<file path="config.mk">
export PLATFORM = sky130hd
export DESIGN_NAME = video_level_expander
export DESIGN_NICKNAME = d
export VERILOG_FILES = /design/src/rtl/video_level_expander.sv
export SDC_FILE = /design/constraint.sdc
export NUM_CORES = 1
export LEC_CHECK = 0
export CAP_MARGIN = 20
export CORE_MARGIN = 1
export CORE_UTILIZATION = 35
export CTS_BUF_LIST = sky130_fd_sc_hd__clkbuf_2 sky130_fd_sc_hd__clkbuf_4 sky130_fd_sc_hd__clkbuf_8
export DETAILED_ROUTE_END_ITERATION = 8
export GPL_TIMING_DRIVEN = 0
export SYNTH_ARGS = -nofsm -noshare
export SYNTH_HDL_FRONTEND = slang
export SYNTH_SLANG_ARGS = --single-unit
export TNS_END_PERCENT = 20
</file>
<file path="constraint.sdc">
create_clock -name clk -period 7.85 [get_ports clk]
set_input_delay 1.57 -clock clk [delete_from_list [all_inputs] [get_ports clk]]
set_output_delay 1.57 -clock clk [all_outputs]
set_load 0.02 [all_outputs]
</file>
<file path="src/rtl/video_level_expander.sv">
// Multi-channel colour-level expander: NCH codes of IN_W bits -> OUT_W-bit levels via shared LUT, bit-replicate or zero-pad.
// Latency: 1 clock from pix_valid to lvl_valid; cpu_rdata is 1 clock after cpu_addr.
// Backpressure: none; pixels and CPU accesses are ignored while busy (LUT self-init after reset).
// Ports: clk/rst (sync, active-high); mode, pix_valid, pix_blank, pix_in -> lvl_valid, lvl_out;
//        cpu_we, cpu_addr, cpu_wdata -> cpu_rdata (LUT access); busy high during LUT init.
module video_level_expander #(
    parameter int NCH      = 3,
    parameter int IN_W     = 5,
    parameter int OUT_W    = 8,
    parameter int MAX_CODE = 24
) (
    input  logic                   clk,
    input  logic                   rst,
    input  logic [1:0]             mode,
    input  logic                   pix_valid,
    input  logic                   pix_blank,
    input  logic [NCH*IN_W-1:0]    pix_in,
    output logic                   lvl_valid,
    output logic [NCH*OUT_W-1:0]   lvl_out,
    input  logic                   cpu_we,
    input  logic [IN_W-1:0]        cpu_addr,
    input  logic [OUT_W-1:0]       cpu_wdata,
    output logic [OUT_W-1:0]       cpu_rdata,
    output logic                   busy
);
    localparam int DEPTH   = 2**IN_W;
    localparam int OUT_MAX = 2**OUT_W - 1;
    // q grows to roughly (DEPTH-1)*OUT_MAX/MAX_CODE before saturation kicks in,
    // so size it for the full index range rather than just OUT_MAX+MAX_CODE.
    localparam int ACC_W   = OUT_W + IN_W + 1;

    localparam logic [ACC_W-1:0] Q_STEP = ACC_W'(OUT_MAX / MAX_CODE);
    localparam logic [ACC_W-1:0] R_STEP = ACC_W'(OUT_MAX % MAX_CODE);
    localparam logic [ACC_W-1:0] MAXC   = ACC_W'(MAX_CODE);

    typedef enum logic {ST_INIT, ST_RUN} state_t;

    state_t                 state_q, state_d;
    logic [IN_W-1:0]        idx_q, idx_d;
    logic [ACC_W-1:0]       q_q, q_d;
    logic [ACC_W-1:0]       r_q, r_d;
    logic                   busy_q, busy_d;
    logic                   lvl_valid_q, lvl_valid_d;
    logic [NCH*OUT_W-1:0]   lvl_out_q, lvl_out_d;
    logic [OUT_W-1:0]       cpu_rdata_q, cpu_rdata_d;

    logic [OUT_W-1:0]       lut_q [DEPTH];
    logic                   lut_we;
    logic [IN_W-1:0]        lut_waddr;
    logic [OUT_W-1:0]       lut_wdata;
    logic [ACC_W-1:0]       r_sum;
    logic [NCH*OUT_W-1:0]   levels;

    // Code repeated MSB-first until the output word is full.
    function automatic logic [OUT_W-1:0] replicate(input logic [IN_W-1:0] c);
        logic [OUT_W-1:0] o;
        o = '0;
        for (int j = 0; j < OUT_W; j++) begin
            o[OUT_W-1-j] = c[IN_W-1-(j % IN_W)];
        end
        return o;
    endfunction

    // Code left-aligned; low bits zero, or code truncated to its top bits.
    function automatic logic [OUT_W-1:0] zero_pad(input logic [IN_W-1:0] c);
        logic [OUT_W-1:0] o;
        o = '0;
        for (int j = 0; j < OUT_W; j++) begin
            if (j < IN_W) begin
                o[OUT_W-1-j] = c[(j < IN_W) ? (IN_W-1-j) : 0];
            end
        end
        return o;
    endfunction

    // Per-channel level selection; all channels read the LUT concurrently.
    always_comb begin
        levels = '0;
        for (int k = 0; k < NCH; k++) begin
            if (!pix_blank) begin
                case (mode)
                    2'd0:    levels[k*OUT_W +: OUT_W] = lut_q[pix_in[k*IN_W +: IN_W]];
                    2'd1:    levels[k*OUT_W +: OUT_W] = replicate(pix_in[k*IN_W +: IN_W]);
                    2'd2:    levels[k*OUT_W +: OUT_W] = zero_pad(pix_in[k*IN_W +: IN_W]);
                    default: levels[k*OUT_W +: OUT_W] = '0;
                endcase
            end
        end
    end

    always_comb begin
        state_d     = state_q;
        idx_d       = idx_q;
        q_d         = q_q;
        r_d         = r_q;
        busy_d      = busy_q;
        lvl_valid_d = 1'b0;
        lvl_out_d   = '0;
        cpu_rdata_d = '0;
        lut_we      = 1'b0;
        lut_waddr   = cpu_addr;
        lut_wdata   = cpu_wdata;
        r_sum       = r_q + R_STEP;

        case (state_q)
            ST_INIT: begin
                // Linear ramp by exact division: q/r track i*OUT_MAX/MAX_CODE.
                lut_we    = 1'b1;
                lut_waddr = idx_q;
                lut_wdata = (idx_q >= IN_W'(MAX_CODE)) ? OUT_W'(OUT_MAX) : q_q[OUT_W-1:0];
                if (r_sum >= MAXC) begin
                    r_d = r_sum - MAXC;
                    q_d = q_q + Q_STEP + ACC_W'(1);
                end else begin
                    r_d = r_sum;
                    q_d = q_q + Q_STEP;
                end
                idx_d = idx_q + IN_W'(1);
                if (idx_q == {IN_W{1'b1}}) begin
                    state_d = ST_RUN;
                    busy_d  = 1'b0;
                end
            end
            default: begin
                lut_we      = cpu_we;
                lvl_valid_d = pix_valid;
                lvl_out_d   = pix_valid ? levels : lvl_out_q;
                // Read happens before any same-edge write lands: no forwarding.
                cpu_rdata_d = lut_q[cpu_addr];
            end
        endcase
    end

    always_ff @(posedge clk) begin
        if (rst) begin
            state_q     <= ST_INIT;
            idx_q       <= '0;
            q_q         <= '0;
            r_q         <= '0;
            busy_q      <= 1'b1;
            lvl_valid_q <= 1'b0;
            lvl_out_q   <= '0;
            cpu_rdata_q <= '0;
        end else begin
            state_q     <= state_d;
            idx_q       <= idx_d;
            q_q         <= q_d;
            r_q         <= r_d;
            busy_q      <= busy_d;
            lvl_valid_q <= lvl_valid_d;
            lvl_out_q   <= lvl_out_d;
            cpu_rdata_q <= cpu_rdata_d;
        end
    end

    // Table storage is not reset; the init sweep rewrites every entry.
    always_ff @(posedge clk) begin
        if (!rst && lut_we) begin
            lut_q[lut_waddr] <= lut_wdata;
        end
    end

    assign lvl_valid = lvl_valid_q;
    assign lvl_out   = lvl_out_q;
    assign cpu_rdata = cpu_rdata_q;
    assign busy      = busy_q;
endmodule

</file>
==> metrics.txt <==
Startpoint Class input port; NumNets Final approximately 1.5k; setup TNS 0 ps; count of clock tree sinks 318; Area Overhead vs Synth 16.27%; maximum vdd drop ~0.15 mV; arrival time worst endpoint ~5300 ps; Post-Syn Instances 1268; Synth Area per Inst between 15 and 20 µm²; Finish-stage setup viols 0; CTS resizes 0; fmax 209.7 MHz; FF-to-FF Start state_q$_SDFF_PP0_; Seq cells post-synth ~320; Pre-antenna DRT Iters 6; RSZ-0062 raised after global routing no; capturing point of the worst reg2reg path lut_q[25][1]$_DFFE_PP_; post-synthesis xor/xnor area fraction less than 1%; largest family of logic cells by synthesized area multiplexers; critical path class input port to register; worst reg2reg setup slack ~4700 ps; clock latency on the worst-skew pair between 600 and 700 ps; ys flop type edfxtp_1; I/O pins 69; layout cells sized above 1 between 30% and 40%; Rel. slew slack about a fifth; Cell Area, Synth 19710 µm²; H-Tree Depth 2; HPWL Detailed a little over 50000 µm; Tot Pwr a little under 0.005 W; critical-path maximum fanout 10; Initial Utilization about 36%; post-synthesis adder-cell area fraction less than 1%; Iter 0 DRT Violations between 1.5k and 2k; detailed-route vias per instance about 6.4; die height 239.3 µm; first-pass GRT wire length 100300 µm; TritonCTS Buffers 57; register area share after synthesis a little under half; Final Cycle Share 60.76%; routed via count roughly 14k; antenna diode count 0; initial antenna violation count 0; Critical Path Start pix_in[2]; Worst Reg-to-Reg Cells 6; hold buffer count at CTS 0; final core occ 41.35%; row count 86; Multi-input gate area 10160 µm²; core footprint 55420 µm²; leakage power between 7 and 8 nW; Post-Route WL slightly above 70000 µm; Port Buf Inserts 52; pwr dens 215.6 nW/µm²; ys async rst share 0%; Tightest Pin Transition between 1000 and 1500 ps; clock slew at reported path FFs 60 ps; most frequent cells in the layout mux4_2, edfxtp_1, nor2_1; Finished Cell Area about 23000 µm²; Slew Viols, Final 0; GPL Wtd Cong approximately 1; final hold vios 0; Clock Skews 48.82 ps; die width 239.3 µm; most common cell after layout, fill and taps aside mux4_2; Post-DRT Antenna Nets 0; Syn. warnings 0; Clock Path Buffers 3; Placement Cell Area about 21000 µm²; register area 8929 µm²; post-synthesis cell type count 75; post-CTS setup buffers 0; CP Capture Point lvl_out[7]$_SDFFE_PP0P_; DRC viols 0; Worst Path Required 8390 ps; largest net degree at the start of global routing 33; HP Class register to register; WL/cell between 30 and 40 µm; Root Buffer clkbuf_8; vias in the first global route about 14k; status completed; total grt overflow 0; Compound-Gate Fraction of Synth Area under 10%; Final Critical Period between 4000 and 5000 ps; number of flops mapped to enable cells by yosys 256; crit path capture type register; Synth Area in Simple Gates 7.670%; mux contribution to synthesized area a little under two fifths; total track usage 25.07%; CTS tree done; Max-Cap Viols 0; syn_nets around 1.3k; fillers roughly 5k; Die ar. 57260 µm²
cell usage after synthesis, types with 7 or more instances:
master     number  area [µm²]
mux4_2        304        6847
or3_1           8       50.05
mux2i_1        37       370.4
buf_2          26       130.1
buf_1          17       63.81
nand3_1         7       35.03
nand2b_1        9       56.30
nand2_1        58       217.7
a21oi_1        25       125.1
a2111oi_0      13       113.9
clkbuf_1       57       214.0
nor3_1         10       50.05
mux2_2          8       90.09
nor2b_1        47       294.0
nor2_1        123       461.7
o41ai_1         7       61.31
dfxtp_1        62        1241
a22oi_1        15       112.6
inv_1          15       56.30
ha_1            8       100.1
mux2_1          9       101.4
o21ai_0        32       160.2
buf_4           8       60.06
a211oi_1       15       112.6
edfxtp_1      256        7687
cell families after synthesis:
family | count (synthesis)
muxes | 358
DFF | 318
and+or+nand+nor | 298
AOI/OAI and AO/OA | 142
buffers and inverters | 131
xor gates and xnor gates | 13
adders and majority gates | 8
layer usage:
metal / part of all wire [%] / up-vias / routed length [µm] / global-route usage [%]
met4: 5.6 / 0 / 3977 / 13.05
met2: 46 / 1024 / 32400 / 38.97
met5: 0 / - / 0 / 0.08658
li1: - / 5611 / - / -
met1: 37 / 7237 / 26400 / 32.85
met3: 11 / 220 / 7684 / 5.659
layout make-up:
| cell class | count | area share (%) |
|---|---|---|
| multi-input combinational | 819 | 44.34 |
| sequential | 318 | 38.97 |
| timing repair buffer | 93 | 4.581 |
| clock buffer | 79 | 4.254 |
| tap | 748 | 4.085 |
| buffer | 116 | 2.457 |
| clock inverter | 29 | 1.070 |
| inverter | 15 | 0.2457 |
state kept, by name (all words and copies together) (netlist names):
register   count
lvl_valid      1
cpu_rdata      8
busy           1
idx_q          5
state_q        1
lut_q        256
r_q           14
q_q            8
lvl_out       24
through the flow:
| stage | hold WS (ps) | cells | setup slack, ps |
|---|---|---|---|
| 2_1_floorplan | 469.5 | 1268 | 3947 |
| 3_3_place_gp | 460.3 | 2068 | 2144 |
| 6_report | 488.0 | 2217 | 3081 |
| 4_1_cts | 483.3 | 2199 | 3184 |
| 5_1_grt | 501.4 | 2217 | 2954 |
| 3_5_place_dp | 457.8 | 2091 | 2477 |
worst min-delay path by stage:
stage	start	endpoint	slack [ps]	cells after the start
detailed placement	busy$_SDFFE_PP1P_	busy$_SDFFE_PP1P_	460	1
CTS	busy$_SDFFE_PP1P_	busy$_SDFFE_PP1P_	480	1
finish	busy$_SDFFE_PP1P_	busy$_SDFFE_PP1P_	490	1
global placement	busy$_SDFFE_PP1P_	busy$_SDFFE_PP1P_	460	1
global route	busy$_SDFFE_PP1P_	busy$_SDFFE_PP1P_	500	1
floorplan	idx_q[0]$_SDFFE_PP0N_	idx_q[0]$_SDFFE_PP0N_	470	2
report_power, final:
| group | internal [W] | switching, W | leakage [nW] |
|---|---|---|---|
| Combinational | 0.000514 | 0.000690 | 3.90 |
| Clock | 0.000937 | 0.000754 | 0.649 |
| Sequential | 0.00199 | 0.0000596 | 2.85 |
critical path: stages:
cell and delay, ps:
clkdlybuf4s50_1 710, buf_2 460, buf_2 430, buf_1 910
mux4_2 500, o21ai_0 160, o21ai_0 250, a22oi_1 250
nor2_1 50
Note: power is estimated with default switching activity, not from simulation.
